### src/rtl/mac_divider.sv
// Sequential radix-2 restoring divider: R (2N bits) / B (N bits) -> Q, Rem, one quotient bit per clock.
// Undoes the MAC result R = A*B + C. Quotient overflow and divide-by-zero skip the iterations entirely.
//
// state | meaning
// IDLE  | waiting for start
// CALC  | iterating, one quotient bit per edge
// DONE  | result valid, done pulse; start here is accepted

module mac_divider #(
   parameter int INPUT_SIZE = 16
) (
   input  logic                      clk,
   input  logic                      rst_n,
   input  logic                      start,
   input  logic [2*INPUT_SIZE-1:0]   R,
   input  logic [INPUT_SIZE-1:0]     B,
   output logic                      busy,
   output logic                      done,
   output logic [INPUT_SIZE-1:0]     Q,
   output logic [INPUT_SIZE-1:0]     Rem,
   output logic                      div_zero,
   output logic                      ovf
);

   localparam int N  = INPUT_SIZE;
   localparam int CW = $clog2(N);

   typedef enum logic [1:0] {IDLE, CALC, DONE} state_t;

   state_t         state, state_nxt;
   logic [N:0]     prem;
   logic [N-1:0]   shreg;
   logic [N-1:0]   divisor;
   logic [CW-1:0]  cnt;
   logic           accept, fast, last, qbit;
   logic [N:0]     trial, diff;

   assign accept = start && (state != CALC);
   assign fast   = (B == '0) || (R[2*N-1:N] >= B);
   assign last   = (cnt == '0);

   // shreg shifts dividend bits out of the MSB while quotient bits enter at the LSB
   assign trial = {prem[N-1:0], shreg[N-1]};
   assign qbit  = prem[N] || (trial >= {1'b0, divisor});
   assign diff  = trial - {1'b0, divisor};

   always_ff @(posedge clk or negedge rst_n) begin
      if (!rst_n) state <= IDLE;
      else        state <= state_nxt;
   end

   always_comb begin
      state_nxt = state;
      case (state)
         IDLE: if (start) state_nxt = fast ? DONE : CALC;
         CALC: if (last)  state_nxt = DONE;
         DONE: begin
            if (start) state_nxt = fast ? DONE : CALC;
            else       state_nxt = IDLE;
         end
         default: state_nxt = IDLE;
      endcase
   end

   always_ff @(posedge clk or negedge rst_n) begin
      if (!rst_n) begin
         prem     <= '0;
         shreg    <= '0;
         divisor  <= '0;
         cnt      <= '0;
         div_zero <= 1'b0;
         ovf      <= 1'b0;
      end else if (accept) begin
         divisor <= B;
         cnt     <= CW'(N - 1);
         if (fast) begin
            shreg    <= '1;
            prem     <= {1'b0, R[N-1:0]};
            div_zero <= (B == '0);
            ovf      <= (B != '0);
         end else begin
            shreg    <= R[N-1:0];
            prem     <= {1'b0, R[2*N-1:N]};
            div_zero <= 1'b0;
            ovf      <= 1'b0;
         end
      end else if (state == CALC) begin
         prem  <= qbit ? diff : trial;
         shreg <= {shreg[N-2:0], qbit};
         cnt   <= cnt - 1'b1;
      end
   end

   assign busy = (state == CALC);
   assign done = (state == DONE);
   assign Q    = shreg;
   assign Rem  = prem[N-1:0];

endmodule

### config.mk
export PLATFORM = sky130hd
export DESIGN_NAME = mac_divider
export DESIGN_NICKNAME = d
export VERILOG_FILES = /design/src/rtl/mac_divider.sv
export SDC_FILE = /design/constraint.sdc
export NUM_CORES = 1
export LEC_CHECK = 0
export BUFFER_PORTS_ARGS = -buffer_cell sky130_fd_sc_hd__buf_2
export CELL_PAD_IN_SITES_DETAIL_PLACEMENT = 1
export CELL_PAD_IN_SITES_GLOBAL_PLACEMENT = 1
export CORE_MARGIN = 2
export CORE_UTILIZATION = 43
export CTS_BUF_LIST = sky130_fd_sc_hd__clkbuf_4
export DETAILED_ROUTE_END_ITERATION = 7
export PLACE_DENSITY = 0.83
export SYNTH_ARGS = -nofsm -noshare
export SYNTH_HDL_FRONTEND = slang
export SYNTH_SLANG_ARGS = --single-unit
### constraint.sdc
create_clock -name clk -period 2.7 [get_ports clk]
set_input_delay 0.27 -clock clk [delete_from_list [all_inputs] [get_ports clk]]
set_output_delay 0.27 -clock clk [all_outputs]
set_load 0.03 [all_outputs]
### After elaboration in Yosys (flattened, before gate mapping)

Cells that the tools add are included.

| cells by class | value |
|---|---|
| add/subtract/negate cells | 2 |
| magnitude comparators | 2 |
| equality and inequality tests | 5 |
| multiplexer cells | 16 |
| reduce and logical (&&, ||, !) cells | 9 |

Operators with widths:

| cell | number |
|---|---|
| two-way mux 16 bit | 4 |
| two-way mux 17 bit | 3 |
| >= comparator 17 x 16 -> 1 bit | 1 |
| subtractor 17 x 16 -> 17 bit | 1 |
| >= comparator 16 bit | 1 |
| logical NOT 16 bit | 1 |
| nonzero test 16 bit | 1 |
| two-way mux 2 bit | 4 |
| two-way mux 4 bit | 2 |
| one-hot mux 2 bit (3 select lines) | 1 |
| logical NOT 4 bit | 1 |
| inequality test 2 x 1 -> 1 bit (second input constant) | 2 |
| subtractor 4 x 1 -> 4 bit (second input constant) | 1 |
| equality test 2 x 1 -> 1 bit (second input constant) | 1 |
| equality test 2 bit (second input constant) | 1 |
| logical NOT 2 bit | 1 |
| logical OR 1 bit | 2 |
| two-way mux 1 bit | 2 |
| inequality test 2 bit (second input constant) | 1 |
| AND reduction 2 bit | 1 |
| nonzero test 2 bit | 1 |
| logical AND 1 bit | 1 |

| storage, ports and cells | value |
|---|---|
| register bits after elaboration | 57 |
| output and inout bits | 36 |
| logic and storage cells | 41 |

### Logic depth before layout (Yosys ltp)

| depth | value |
|---|---|
| depth in word-level cells | 5 |
| gate-level depth with buffers | 11 |

### Least setup slack after synthesis

Ideal clock, no wire load.

| path | value |
|---|---|
| path type | register to register |
| start point | register shreg[15], in the netlist Q[15] |
| end point | register prem[14] |
| library setup time | 0.080 ns |
| arrival time | 2.592 ns |
| setup slack | 0.028 ns |
| stages on the path, launching flop included | 11 |
| path buffers | 0 |
| period minus slack after synthesis | 2.672 ns |
| path through | dfrtp_1 > inv_1 > ha_1 > fa_1 > nor2b_1 > o2111ai_1 > and4_1 > o41ai_1 > nor3_1 > nand4b_1 > a2bb2oi_1 |

| on the way | value |
|---|---|
| word-level cells in the longest chain between the ends | 5 |
| elaborated cells on any way between the ends | 6 |
| classes of those cells | add/sub: 1; order compare: 1; mux: 3; reduce/logical: 1 |

RTL lines:

| what | line | text |
|---|---|---|
| start: declaration | 32 | `logic [N-1:0] shreg;` |
| start signal: assignment | 82 | `shreg <= R[N-1:0];` |
| start signal: assignment | 89 | `shreg <= {shreg[N-2:0], qbit};` |
| >= comparator 17 x 16 -> 1 bit | 44 | `assign qbit = prem[N] \|\| (trial >= {1'b0, divisor});` |
| logical OR 1 bit | 44 |  |
| two-way mux 17 bit (*) | 88 | `prem <= qbit ? diff : trial;` |
| two-way mux 17 bit (*) | 87 | `end else if (state == CALC) begin` |
| two-way mux 17 bit (*) | 73 | `end else if (accept) begin` |
| end signal: assignment | 78 | `prem <= {1'b0, R[N-1:0]};` |
| end signal: assignment | 83 | `prem <= {1'b0, R[2*N-1:N]};` |
| end signal: assignment | 88 |  |
| end: declaration | 31 | `logic [N:0] prem;` |

Mark *: on every way between the ends. The rest lies on a longest branch, timed or not. The select of a mux whose other input is x is not followed.
A chain may end at the register's enable or synchronous reset.

### Worst setup path after layout

| path | value |
|---|---|
| start point | register prem[0] |
| end point | register prem[6] |

| on the way | value |
|---|---|
| word-level cells in the longest chain between the ends | 5 |
| elaborated cells on any way between the ends | 6 |
| classes of those cells | add/sub: 1; order compare: 1; mux: 3; reduce/logical: 1 |

RTL lines:

| what | line |
|---|---|
| >= comparator 17 x 16 -> 1 bit | 44 |
| logical OR 1 bit | 44 |
| two-way mux 17 bit (*) | 88 |
| two-way mux 17 bit (*) | 87 |
| two-way mux 17 bit (*) | 73 |

Marks and branches as above.

==> flow_summary.json <==
{
  "syn-instance-count": 513,
  "port_buffers": 86,
  "hp-class": "in -> async",
  "cp.arrival_ns": 2.94,
  "synth_xor_area_frac": 0.01820,
  "fin_setup_tns_ns": 0,
  "num_antenna_cells": 0,
  "synth_mux_area_frac": 0.06761,
  "synth_fp_nets": 598,
  "critical_path_class": "reg -> reg",
  "layout_common_cells": "buf_2, o21ai_0, dfrtp_1",
  "die_area_um2": 10890,
  "cts-htree-levels": 3,
  "hold_viol": 16,
  "p_total_uw": 7516,
  "run_status": "finished with violations",
  "fin_util": 0.5142,
  "r2r-start": "prem[0]",
  "async_flop_share": 1.000,
  "yosysSeqAreaShare": 0.3294,
  "drc_errors": 0,
  "cellPowerDensity_nw_per_um2": 1495,
  "synth-edff-count": 0,
  "crit_fanout": 6,
  "start_util": 0.4430,
  "synth-simple-area-share": 0.1537,
  "area_growth_pct": 16.06,
  "synth_flop_cell": "dfrtp_1",
  "die_y_um": 104.4,
  "grt_pass1_vias": 4455,
  "nFillCells": 1257,
  "maxSlewHeadroom": 0.4920,
  "clockBufferDepth": 2,
  "ff_latch_area_um2": 1426,
  "core_area_um2": 9774,
  "cts_sinks": 57,
  "cts_made_buffers": 9,
  "syn_area_per_cell_um2": 8.441,
  "ys_seq_elements": 57,
  "cap_violations": 0,
  "irDropWorstVdd_mv": 0.6457,
  "r2r_setup_slack_ns": 0.07,
  "power.leakage_uw": 0.002458,
  "violations": "hold timing",
  "synth_area_um2": 4330,
  "cp-end-kind": "flop",
  "tightest_slew_ns": 0.7620,
  "grt_max_degree": 58,
  "die_w_um": 104.4,
  "drive_gt1_frac": 0.2258,
  "ys_types": 57,
  "grt_usage": 0.2622,
  "drtIter0Drc": 231,
  "dp_hpwl_um": 10540,
  "min_period_over_period": 0.9752,
  "totalWireLength_um": 13760,
  "crit_required_ns": 3.01,
  "r2r_end": "prem[6]",
  "clk_latency_ns": 0.43,
  "synthAdderAreaFrac": 0.09997,
  "root_buffer": "clkbuf_4",
  "multi_input_area_um2": 2555,
  "ant_nets": 0,
  "via_per_inst": 5.696,
  "layout_commonest_cell": "buf_2",
  "slew_violations": 0,
  "wl_per_cell_um": 18.82,
  "fmaxAchievable_mhz": 379.8,
  "rows": 36,
  "min_period_ns": 2.633,
  "gp_congestion": 0.9113,
  "reg2reg_depth": 9,
  "antenna_found_initial": 1,
  "setup_violations": 0,
  "synth_compound_area_frac": 0.2421,
  "grt-ovfl-total": 0,
  "worstSetupStartpointType": "flop",
  "clk_pin_slew_ns": 0.11,
  "hold_slack_ns": -0.01956,
  "cts_tree": "yes",
  "fin_skew_ns": 0.01527,
  "routed-via-count": 4164,
  "ios": 87,
  "yosys_warnings": 0,
  "rsz0062_at_grt": "no",
  "grt_first_pass_wirelength_um": 22850,
  "drtPass1Iterations": 4,
  "synth_top_family_by_area": "compound AO/OA/AOI/OAI gates",
  "fin_nets": 678
}
==> critical path: stages, from the launching register on <==
cell and delay (ns):
dfrtp_1 0.44, ha_1 0.34, nor2b_1 0.16, o31a_1 0.28, o31ai_1 0.34, nand2_1 0.20
a41o_1 0.30, buf_4 0.18, mux2i_1 0.18, o21bai_1 0.09
==> layout make-up <==
class / count / share of cell area
repair buffers: 110 / 0.1240
well taps: 133 / 0.03311
multi-input cells: 375 / 0.5083
clock buffers: 11 / 0.01643
inverters: 40 / 0.02987
flip-flops and latches: 57 / 0.2838
clock inverters: 5 / 0.004481
==> sequential cells by signal, indices dropped and copies added, names as in the netlist <==
signal and count:
divisor 16, div_zero 1, state 2, prem 17
cnt 4, Q 16, ovf 1
==> repair_timing <==
item                       CTS  global route
resized for setup            1             4
setup endpoints to repair    2            13
pin swaps                    0             1
hold endpoints to repair     0             0
hold buffers                 0             0
buffers inserted             0             2
==> cell families after synthesis <==
kind of cell / Yosys count
compound gates: 172
buf+inv: 81
fa+ha+maj: 34
flops: 57
simple gates: 131
xor+xnor: 9
mux: 29
==> synth_stat cells (3+ instances only) <==
library cell,number,share of area
nand3_1,8,0.0092
o21bai_1,12,0.021
o21a_1,6,0.010
a31oi_1,3,0.0043
o31ai_1,3,0.0052
nor2b_1,3,0.0043
dfrtp_1,57,0.33
nor2_1,16,0.014
mux2i_1,27,0.062
nor4_1,6,0.0087
nand3b_1,17,0.029
nand2b_1,6,0.0087
nor3_1,8,0.0092
nor3b_1,3,0.0052
o21ai_0,76,0.088
a21oi_1,39,0.045
a21o_1,8,0.014
xnor2_1,6,0.012
ha_1,33,0.095
xor2_1,3,0.0061
buf_4,17,0.029
nand2_1,52,0.045
inv_1,39,0.034
nand4_1,4,0.0058
clkbuf_1,19,0.016
a211o_1,3,0.0061
==> where the power goes <==
group | switching, uW | internal (uW)
clock network | 355 | 200
registers | 364 | 1290
logic | 3240 | 2070
==> worst max path at each step <==
stage,end,startpoint,slack [ns],cells after the start
3_5_place_dp,prem[14],Q[15],0.03,11
6_report,prem[6],prem[0],0.07,9
5_1_grt,prem[7],prem[5],0.006,10
3_3_place_gp,prem[10],prem[13],0.11,9
2_1_floorplan,prem[14],Q[15],0.03,10
4_1_cts,prem[10],prem[13],0.009,9
==> routing by layer <==
layer,global-route usage,vias up,share of wire
met4,0.07625,0,0.010
met3,0.05702,12,0.064
li1,-,1973,-
met5,0,-,0
met2,0.4374,123,0.48
met1,0.3409,2056,0.44
==> stage by stage <==
step / cells / area, um2 / setup slack [ns]
after floorplan: 513 / 4330 / 0.02817
after global placement: 713 / 4877 / 0.1135
after detailed placement: 713 / 4877 / 0.02786
after CTS: 729 / 4990 / 0.009348
after global routing: 731 / 5026 / 0.005576
final: 731 / 5026 / 0.06709
Note: power is estimated with default switching activity, not from simulation.
